### src/rtl/length_accumulator.sv
// Packing-offset controller for the compressor output stage.
// Tracks the chunk write offset in a line buffer and emits line-writer pulses.
module length_accumulator #(
    parameter int CACHE_LINE = 128,
    parameter int WORD_SIZE  = 64
) (
    input  logic       i_clk,
    input  logic       i_reset,
    input  logic [6:0] i_total_length,
    output logic       o_store_flag,
    output logic [7:0] o_shift_amount,
    output logic       o_fill_flag,
    output logic       o_output_flag,
    output logic       o_fill_ctrl,
    output logic       o_stop_flag,
    output logic       o_done_flag,
    output logic       o_finish_final,
    output logic       o_push_flag
);

    localparam logic [7:0] LP_LINE = 8'(CACHE_LINE);
    localparam logic [7:0] LP_WORD = 8'(WORD_SIZE);

    logic [7:0] r_cnt;
    logic       r_fill_ctrl;
    logic       r_push;
    logic       r_push_n2;
    logic       r_final;

    logic [7:0] w_sum;
    logic [7:0] w_cnt_next;
    logic       w_store;
    logic       w_output;
    logic       w_stop;
    logic       w_fill;

    // Both operands stay below CACHE_LINE, so the 8-bit sum never wraps.
    assign w_sum      = r_cnt + {1'b0, i_total_length};
    assign w_store    = (i_total_length != 7'd0);
    assign w_output   = (r_cnt < LP_WORD) && (w_sum >= LP_WORD);
    assign w_stop     = (w_sum >= LP_LINE);
    assign w_fill     = (w_sum > LP_LINE);
    assign w_cnt_next = w_stop ? (w_sum - LP_LINE) : w_sum;

    always_ff @(posedge i_clk or posedge i_reset) begin
        if (i_reset) begin
            r_cnt       <= 8'd0;
            r_fill_ctrl <= 1'b0;
            r_push      <= 1'b0;
            r_push_n2   <= 1'b0;
            r_final     <= 1'b0;
        end else begin
            r_cnt       <= w_cnt_next;
            r_fill_ctrl <= w_fill;
            r_push      <= w_stop;
            r_push_n2   <= r_push;
            r_final     <= r_push_n2;
        end
    end

    // Length input is live during reset, so gate everything explicitly.
    assign o_store_flag   = ~i_reset & w_store;
    assign o_shift_amount = i_reset ? 8'd0 : r_cnt;
    assign o_output_flag  = ~i_reset & w_output;
    assign o_stop_flag    = ~i_reset & w_stop;
    assign o_fill_flag    = ~i_reset & w_fill;
    assign o_fill_ctrl    = ~i_reset & r_fill_ctrl;
    assign o_push_flag    = ~i_reset & r_push;
    assign o_done_flag    = ~i_reset & r_push_n2;
    assign o_finish_final = ~i_reset & r_final;

endmodule

### config.mk
export PLATFORM = sky130hd
export DESIGN_NAME = length_accumulator
export DESIGN_NICKNAME = d
export VERILOG_FILES = /design/src/rtl/length_accumulator.sv
export SDC_FILE = /design/constraint.sdc
export NUM_CORES = 1
export LEC_CHECK = 0
export CORE_UTILIZATION = 44
export DETAILED_ROUTE_END_ITERATION = 10
export GPL_TIMING_DRIVEN = 0
export PLACE_DENSITY = 0.77
export SLEW_MARGIN = 0
export SYNTH_ARGS = -nofsm -noshare
export SYNTH_HDL_FRONTEND = slang
export SYNTH_SLANG_ARGS = --single-unit
### constraint.sdc
create_clock -name i_clk -period 2.9 [get_ports i_clk]
set_input_delay 0.435 -clock i_clk [delete_from_list [all_inputs] [get_ports i_clk]]
set_output_delay 0.435 -clock i_clk [all_outputs]
set_load 0.01 [all_outputs]
==> run_results.csv, run 1 <==
group,metric,value,unit
worst_setup_path,endpoint_kind,"primary output",
sta,hold_viol_final,0,
floorplan,die_area,0.00194,sq mm
sta,rsz0062_at_grt,"false",
worst_setup_path,crit_fanout,3,
clocking,clk_latency,260,ps
clocking,path_clk_slew,80,ps
clocking,htreeDepth,1,
synthesis,synthCells,83,
final_layout,num_antenna_cells,0,
worst_setup_path,ff2ff_setup_slack,860,ps
clocking,cts_tree,"done",
synthesis,yosys.cell_types.count,27,
floorplan,die_h,44.1,um
synthesis,synth_top_area_cell,"dfrtp_1",
synthesis,synth_edf_count,0,
floorplan,start_util,49.4,%
global_route,grt_usage,21.0,%
synthesis,synthArstFlopShare,100,%
sta,finalSetupViolations,0,
power_and_ir_drop,leakage,0.523,nW
synthesis,ys_top_cells_by_area,"dfrtp_1, ha_1, nor2b_1",
final_layout,nets,134,
worst_setup_path,critPathLaunchType,"primary input",
floorplan,num_rows,14,
global_route,antenna_found_initial,0,
route,firstDrtPassIters,6,
sta,max_freq,353,MHz
clocking,cts-root-buf,"clkbuf_4",
route,post_drt_via_cell_ratio,5.38,
power_and_ir_drop,irDropWorstVdd,0.612,mV
sta,period_minus_slack,2830,ps
synthesis,synth_top_flop_cell,"dfrtp_1",
clocking,ctsLongestPathBuffers,2,
synthesis,yosys_warnings,0,
sta,fin_crit_sh,97.7,%
route,drtIter0Drc,12,
floorplan,die_w,44.1,um
worst_setup_path,critPathRequiredTime,2470,ps
clocking,cts_sinks,12,
synthesis,synth.top_cell.area_share,38.5,%
final_layout,final_cell_area,0.00116,sq mm
synthesis,seq_area_frac_synth,38.5,%
route,vias,710,
route,routed_wl,1860,um
clocking,cts_made_buffers,3,
sta,hold_ws,365,ps
global_route,grt_overflow_total,0,
placement,placed_cell_area,0.00104,sq mm
power_and_ir_drop,power_density,1030,mW/mm^2
sta,maxSlewViolCount,0,
final_layout,fillers,123,
final_layout,drive_above_1_share,19.8,%
synthesis,ys_ff_latch,12,
placement,hpwl,1310,um
clocking,ctsHoldBuffers,0,
sta,skew,5.87,ps
route,ant_nets,0,
worst_hold_path,worstHoldPathType,"flop to flop",
run_status,status,"complete, no violations",
floorplan,core-area,0.00158,sq mm
run,cap_violations,0,
final_layout,area.growth.synth_to_final,48.3,%
global_route,grt_max_degree,13,
synthesis,avgSynthCellArea,9.39,sq um
worst_setup_path,critPathKind,"primary input to primary output",
global_route,grt_pass1_wl,2970,um
global_route,grt_pass1_vias,693,
floorplan,io_pins,25,
synthesis,syn_area,779,sq um
placement,gp_congestion,0.771,
worst_setup_path,worstPathArrival,2400,ps
synthesis,synth_nets,100,
placement,port_buffers,24,
route,wire_per_inst,14.1,um
route,route.detailed.drc,0,
==> kinds of logic (layout without fill, tap and decap cells) <==
family                   after synthesis  count (layout)  synth area share [%]
AND/OR/NAND/NOR                       34              34                  25.0
other                                  1               1                 0.481
AO/OA/AOI/OAI                         15              15                  13.3
buffers and inverters                  9              42                  4.33
XOR/XNOR                               4               4                  4.50
flip-flops                            12              12                  38.5
adder cells (fa/ha/maj)                8               8                  13.8
==> cells in the mapped netlist (2+ instances only) <==
library cell	count
dfrtp_1	12
nor2b_1	12
inv_1	8
nor2_1	8
a21oi_1	7
ha_1	7
nand3_1	3
nor3_1	3
nor4_1	2
o21ai_0	2
xnor2_1	2
xor2_1	2
==> cells in the final DEF, fill, tap and decap left out, drive strengths merged, types with 2 or more instances in the layout <==
| cell type | count |
|---|---|
| dfrtp | 12 |
| clkdlybuf4s50 | 16 |
| nor2b | 12 |
| nor3 | 3 |
| nor4 | 3 |
| dlymetal6s2s | 2 |
| ha | 7 |
| xor2 | 2 |
| clkbuf | 5 |
| xnor2 | 2 |
| nor2 | 8 |
| inv | 8 |
| dlygate4sd2 | 4 |
| o21ai | 2 |
| buf | 7 |
| a21oi | 7 |
| o211ai | 2 |
| nand3 | 3 |
==> power breakdown <==
| part | total, W | switching, W | internal (W) |
|---|---|---|---|
| Clock | 0.000130 | 0.0000535 | 0.0000761 |
| Sequential | 0.000302 | 0.0000501 | 0.000252 |
| Combinational | 0.000765 | 0.000373 | 0.000392 |
==> worst max-delay path: stages <==
cell and delay (ps):
dlygate4sd2_1 260, ha_1 310, a21oi_1 170, o211ai_1 170, buf_4 170, buf_4 120, xnor2_1 140, nor4_2 380
nor3_1 80, buf_2 160
==> final timing paths <==
check	from	endpoint	cells past startpoint
max in group asynchronous	i_reset	r_fill_ctrl	3
max	i_total_length[1]	o_fill_flag	10
min reg2reg	r_push_n2	r_final	0
min in group asynchronous	i_reset	r_cnt[0]	3
max reg2reg	r_cnt[1]	r_fill_ctrl	8
min	r_push_n2	r_final	0
==> cell type report <==
type                       count  area (sq um)  share of cell area [%]
inverter                       8          30.0                    2.60
timing repair buffer          29           268                    23.2
clock buffer                   4          36.3                    3.14
buffer                         1          3.75                   0.325
sequential                    12           300                    26.0
tap                           16          20.0                    1.73
multi-input combinational     62           498                    43.1
==> per-layer routing <==
metal  vias to the layer above  track usage, %  part of all wire (%)
met5                         -               0                     0
met4                         0            4.85                   1.3
met3                         4            5.31                   4.8
met2                        20            35.9                    50
met1                       336            26.9                    44
li1                        350               -                     -
==> state kept, by name (all words and copies together) (netlist names) <==
register	cells
r_push	1
r_cnt	8
r_fill_ctrl	1
r_final	1
r_push_n2	1
==> through the flow <==
stage | total power, W | util (%) | std cells | worst slack, ps | TNS (ps)
detailed placement | 0.000947 | 66.0 | 123 | -678 | -1560
finish | 0.00120 | 73.3 | 132 | 67.0 | 0
global route | 0.00129 | 73.3 | 132 | 11.0 | 0
global placement | 0.000928 | 66.0 | 123 | -662 | -1470
floorplan | 0.000727 | - | 83 | 373 | 0
CTS | 0.00118 | 72.9 | 132 | 8.64 | 0
==> what timing repair did <==
item | 4_1_cts | 5_1_grt
resized for setup | 21 | 3
endpoints found under the hold margin | 0 | 0
endpoints found under the setup margin | 3 | 2
pin swaps | 6 | 2
setup buffers | 5 | 0
No activity file was read; power rests on OpenSTA's default activity.
==> run 2: changes to the inputs <==
- SLEW_MARGIN: 0 -> 40
==> results of run 2 <==
Final layout, timing and power as in run 1 (identical DEF).
==> patch 1, RTL diff (config.mk and constraints of run 1) <==
Make the reset (`i_reset`) synchronous in one clocked block.
--- a/src/rtl/length_accumulator.sv
+++ b/src/rtl/length_accumulator.sv
@@ -43,5 +43,5 @@
     assign w_cnt_next = w_stop ? (w_sum - LP_LINE) : w_sum;
 
-    always_ff @(posedge i_clk or posedge i_reset) begin
+    always_ff @(posedge i_clk) begin
         if (i_reset) begin
             r_cnt       <= 8'd0;
Behaviour: no difference found for any inputs over 10 cycles, from zero or initial values and one cycle with i_reset high; that may be too few to reach the edited logic, so the function may still have changed.
==> patch 1 against run 1 <==
Area after synthesis down 7.4%; clock skew down 0.0046 ns; first-iteration DRC count down 67%; worst setup slack better by 0.047 ns; clock power down 23%; combinational power down 34%; die area down 7.1%; critical path depth down 1; total power down 29%; routed wire length down 17%; cell area down 7.0%; sequential cell count unchanged; via count down 12%; largest cell class unchanged.
==> patch 1: results (changes against run 1) <==
stage	metric	value	unit	change
logic_synthesis	synth cell count leaders	sky130_fd_sc_hd__nor2b_1, sky130_fd_sc_hd__dfxtp_1, sky130_fd_sc_hd__nor2_1		was sky130_fd_sc_hd__dfrtp_1, sky130_fd_sc_hd__nor2b_1, sky130_fd_sc_hd__inv_1, sky130_fd_sc_hd__nor2_1
placement	placed cell area	982.2	um^2	was 0.001040 mm^2
final_layout	fraction of layout instances using a drive strength above 1	0.2315		was 0.1983
worst_setup_path	WP data arrival	2.35	ns	was 2.40 ns
logic_synthesis	cell types with the largest area share after synthesis	sky130_fd_sc_hd__dfxtp_1, sky130_fd_sc_hd__nor2b_1, sky130_fd_sc_hd__ha_1		was sky130_fd_sc_hd__dfrtp_1, sky130_fd_sc_hd__ha_1, sky130_fd_sc_hd__nor2b_1
final_layout	layout net count	127		was 134
logic_synthesis	most used flip-flop cell after synthesis	sky130_fd_sc_hd__dfxtp_1		was sky130_fd_sc_hd__dfrtp_1
final_layout	max FFs per register	8		unchanged
detailed_routing	total iterations of the first detailed-routing run	3		was 6
grt	via count of the first global-routing pass	638		was 693
grt	global-route wire length before repair	2711	um	was 2973 um
worst_hold_path	worst hold path type	flip-flop to flip-flop		unchanged
placement	Cells after DPL	117		was 123
sta	Worst Skew	0.001315	ns	was 0.005874 ns
detailed_routing	total wire length	1545	um	was 1858 um
final_layout	fillcell total	129		was 123
logic_synthesis	Distinct cells, synth	22		was 27
placement	HPWL Detailed	1127	um	was 1311 um
logic_synthesis	synthesized netlist net count	94		was 100
detailed_routing	total vias in the final route	627		was 710
worst_setup_path	crit-path max FO	4		was 3
detailed_routing	Starting DRT DRC Count	4		was 12
sta	Hold Vio Cnt, Final	0		unchanged
power_and_ir_drop	Worst VDD drop	0.4933	mV	was 0.6123 mV
placement	port buffer count	24		unchanged
logic_synthesis	share of synthesized flip-flops with an asynchronous set or reset	0		was 1.000
grt	maximum number of pins on one net before global-route repair	11		was 13
grt	overall fraction of global-route tracks in use	0.2029		was 0.2102
logic_synthesis	sequential share of the synthesized area	0.3328		was 0.3852
placement	Setup WS pre-CTS	-0.8003	ns	was -0.6779 ns
logic_synthesis	synthesized instance count	77		was 83
run_status	result of the run	finished, final reports clean		unchanged
logic_synthesis	warnings from Yosys	0		unchanged
power_and_ir_drop	static leakage power	0.4368	nW	was 0.5230 nW
detailed_routing	average wire length per cell after detail routing	12.46	um	was 14.08 um
patch 1: cell types whose count changed after synthesis, sizes merged, moves of 3 or more:
| cell | delta |
|---|---|
| inv | -5 |
| dfrtp | -12 |
| dfxtp | +12 |
| nand3 | -3 |
| nor2b | +6 |
patch 1: cell families after synthesis:
family | after synthesis | synth area share
AOI/OAI and AO/OA | 12 | 0.1543
xor gates and xnor gates | 6 | 0.08321
adders and majority gates | 8 | 0.1490
buffers and inverters | 5 | 0.02600
DFF | 12 | 0.3328
other | 1 | 0.005194
and+or+nand+nor | 33 | 0.2496
patch 1: layout make-up:
| class | count | area [um^2] | area share |
|---|---|---|---|
| tap | 16 | 20.02 | 0.01863 |
| timing repair buffer | 28 | 245.2 | 0.2282 |
| inverter | 3 | 11.26 | 0.01048 |
| buffer | 2 | 7.507 | 0.006985 |
| sequential | 12 | 241.5 | 0.2247 |
| multi-input combinational | 60 | 526.8 | 0.4901 |
| clock buffer | 3 | 22.52 | 0.02095 |
patch 1: where the power goes:
group / internal, mW / total (mW) / leakage, nW / switching (mW)
clock network: 0.0481 / 0.100 / 0.0138 / 0.0524
logic: 0.270 / 0.504 / 0.323 / 0.234
registers: 0.212 / 0.241 / 0.100 / 0.0292
patch 1: worst max-delay path: stages:
cell	delay (ns)
sky130_fd_sc_hd__dlygate4sd2_1	0.26
sky130_fd_sc_hd__ha_1	0.30
sky130_fd_sc_hd__a21oi_2	0.15
sky130_fd_sc_hd__nor2b_1	0.07
sky130_fd_sc_hd__a311o_2	0.43
sky130_fd_sc_hd__a31oi_4	0.23
sky130_fd_sc_hd__xor2_2	0.12
sky130_fd_sc_hd__a311oi_2	0.19
sky130_fd_sc_hd__buf_2	0.17
patch 1: metal layers:
layer | track usage | wire length [um] | up-vias
met2 | 0.3631 | 801 | 16
met5 | 0 | 0 | -
li1 | - | - | 319
met1 | 0.2285 | 654 | 290
met4 | 0.03750 | 10 | 0
met3 | 0.07759 | 77 | 2
patch 1: timing repair:
action                                 4_1_cts  5_1_grt
setup endpoints to repair                    3        3
resized for setup                           21        7
pin swaps                                    7        4
buffers inserted                             4        0
endpoints found under the hold margin        0        0
patch 1: worst paths after layout:
kind | from | end | slack (ns) | cells after the start
hold / removal | r_push_n2$_SDFF_PP0_ | r_final$_SDFF_PP0_ | 0.46 | 1
hold reg to reg | r_push_n2$_SDFF_PP0_ | r_final$_SDFF_PP0_ | 0.46 | 1
setup / recovery | i_total_length[1] | o_fill_flag | 0.11 | 9
setup reg to reg | r_cnt[0]$_SDFF_PP0_ | r_fill_ctrl$_SDFF_PP0_ | 0.79 | 11
==> patch 2, RTL diff (config.mk and constraints of run 1) <==
Made on the original files. `WORD_SIZE`: 64 -> 32.
--- a/src/rtl/length_accumulator.sv
+++ b/src/rtl/length_accumulator.sv
@@ -3,5 +3,5 @@
 module length_accumulator #(
     parameter int CACHE_LINE = 128,
-    parameter int WORD_SIZE  = 64
+    parameter int WORD_SIZE  = 32
 ) (
     input  logic       i_clk,
Function: changed (a bounded check fails within 4 cycles, from zero or initial values and one cycle with i_reset high).
==> patch 2 against run 1 <==
Clock power grew 5%; sequential share of layout area shrank 1.1 points; cell area grew 4.2%; combinational power grew 13%; worst setup slack gained 0.0071 ns; register-to-register slack gained 0.11 ns; sequential cell count is the same; area after synthesis grew 10%; clock skew shrank 0.0034 ns; routed wire length grew 12%; via count grew 5.8%; total power grew 8.3%; largest cell class unchanged.
==> patch 2: results (changes against run 1) <==
stage	metric	value	unit	change
run_status	result of the run	finished, final reports clean		unchanged
placement	HPWL Detailed	1527	um	was 1311 um
logic_synthesis	synthesized netlist net count	106		was 100
detailed_routing	total iterations of the first detailed-routing run	4		was 6
worst_setup_path	crit-path max FO	10		was 3
worst_setup_path	highest-delay cell along the critical path	sky130_fd_sc_hd__or4_4		was sky130_fd_sc_hd__nor4_2
sta	Worst Skew	0.002439	ns	was 0.005874 ns
logic_synthesis	Distinct cells, synth	37		was 27
sta	WHS	0.3707	ns	was 0.3654 ns
logic_synthesis	synthesized-area fraction occupied by ao, oa, aoi and oai cells	0.1718		was 0.1332
worst_setup_path	Largest stage delay, worst path	0.53	ns	was 0.38 ns
logic_synthesis	area share of xor/xnor cells in the synthesized design	0.04949		was 0.04494
cts	Clk Latency, worst-skew pair	0.28	ns	was 0.26 ns
detailed_routing	Met1 Wirelength	875	um	was 811 um
grt	overall fraction of global-route tracks in use	0.2195		was 0.2102
logic_synthesis	cell types with the largest area share after synthesis	sky130_fd_sc_hd__dfrtp_1, sky130_fd_sc_hd__ha_1, sky130_fd_sc_hd__nor2b_1		unchanged
grt	met1 GRT Util	0.2578		was 0.2686
detailed_routing	detailed-routed wire length on met3	87	um	was 90 um
logic_synthesis	synth cell count leaders	sky130_fd_sc_hd__dfrtp_1, sky130_fd_sc_hd__nor2b_1, sky130_fd_sc_hd__a21oi_1, sky130_fd_sc_hd__inv_1, sky130_fd_sc_hd__ha_1		was sky130_fd_sc_hd__dfrtp_1, sky130_fd_sc_hd__nor2b_1, sky130_fd_sc_hd__inv_1, sky130_fd_sc_hd__nor2_1
final_layout	layout net count	137		was 134
final_layout	fraction of layout instances using a drive strength above 1	0.2353		was 0.1983
grt	via count of the first global-routing pass	701		was 693
sta	final critical delay including setup and external delays	2.826	ns	was 2.833 ns
detailed_routing	total wire length	2082	um	was 1858 um
grt	met2 track demand over resource in global routing	0.3831		was 0.3588
logic_synthesis	sequential share of the synthesized area	0.3493		was 0.3852
placement	final estimated routing congestion in global placement	0.8936		was 0.7711
detailed_routing	met2 wire length	1082	um	was 931 um
worst_setup_path	start point of the critical path	i_total_length[5]		was i_total_length[1]
worst_setup_path	worst reg-to-reg setup slack	0.97	ns	was 0.86 ns
grt	global-route wire length before repair	3194	um	was 2973 um
-- patch 2: cell type report --
| type | instances | area [um^2] |
|---|---|---|
| clock buffers | 4 | 36.28 |
| well taps | 25 | 31.28 |
| flip-flops and latches | 12 | 300.3 |
| inverters | 9 | 33.78 |
| multi-input cells | 66 | 554.3 |
| plain buffers | 2 | 11.26 |
| fillers | 149 | 578.1 |
| repair buffers | 26 | 237.7 |
-- patch 2: timing repair --
| item | CTS | global route |
|---|---|---|
| buffers inserted | 1 | 1 |
| pin swaps | 1 | 1 |
| setup endpoints to repair | 3 | 3 |
| resized for setup | 16 | 7 |
| gates cloned | 0 | 0 |
-- patch 2: where the power goes --
part / switching (mW) / internal [mW] / total (mW)
Sequential: 0.0432 / 0.252 / 0.296
Clock: 0.0591 / 0.0765 / 0.136
Combinational: 0.452 / 0.412 / 0.864
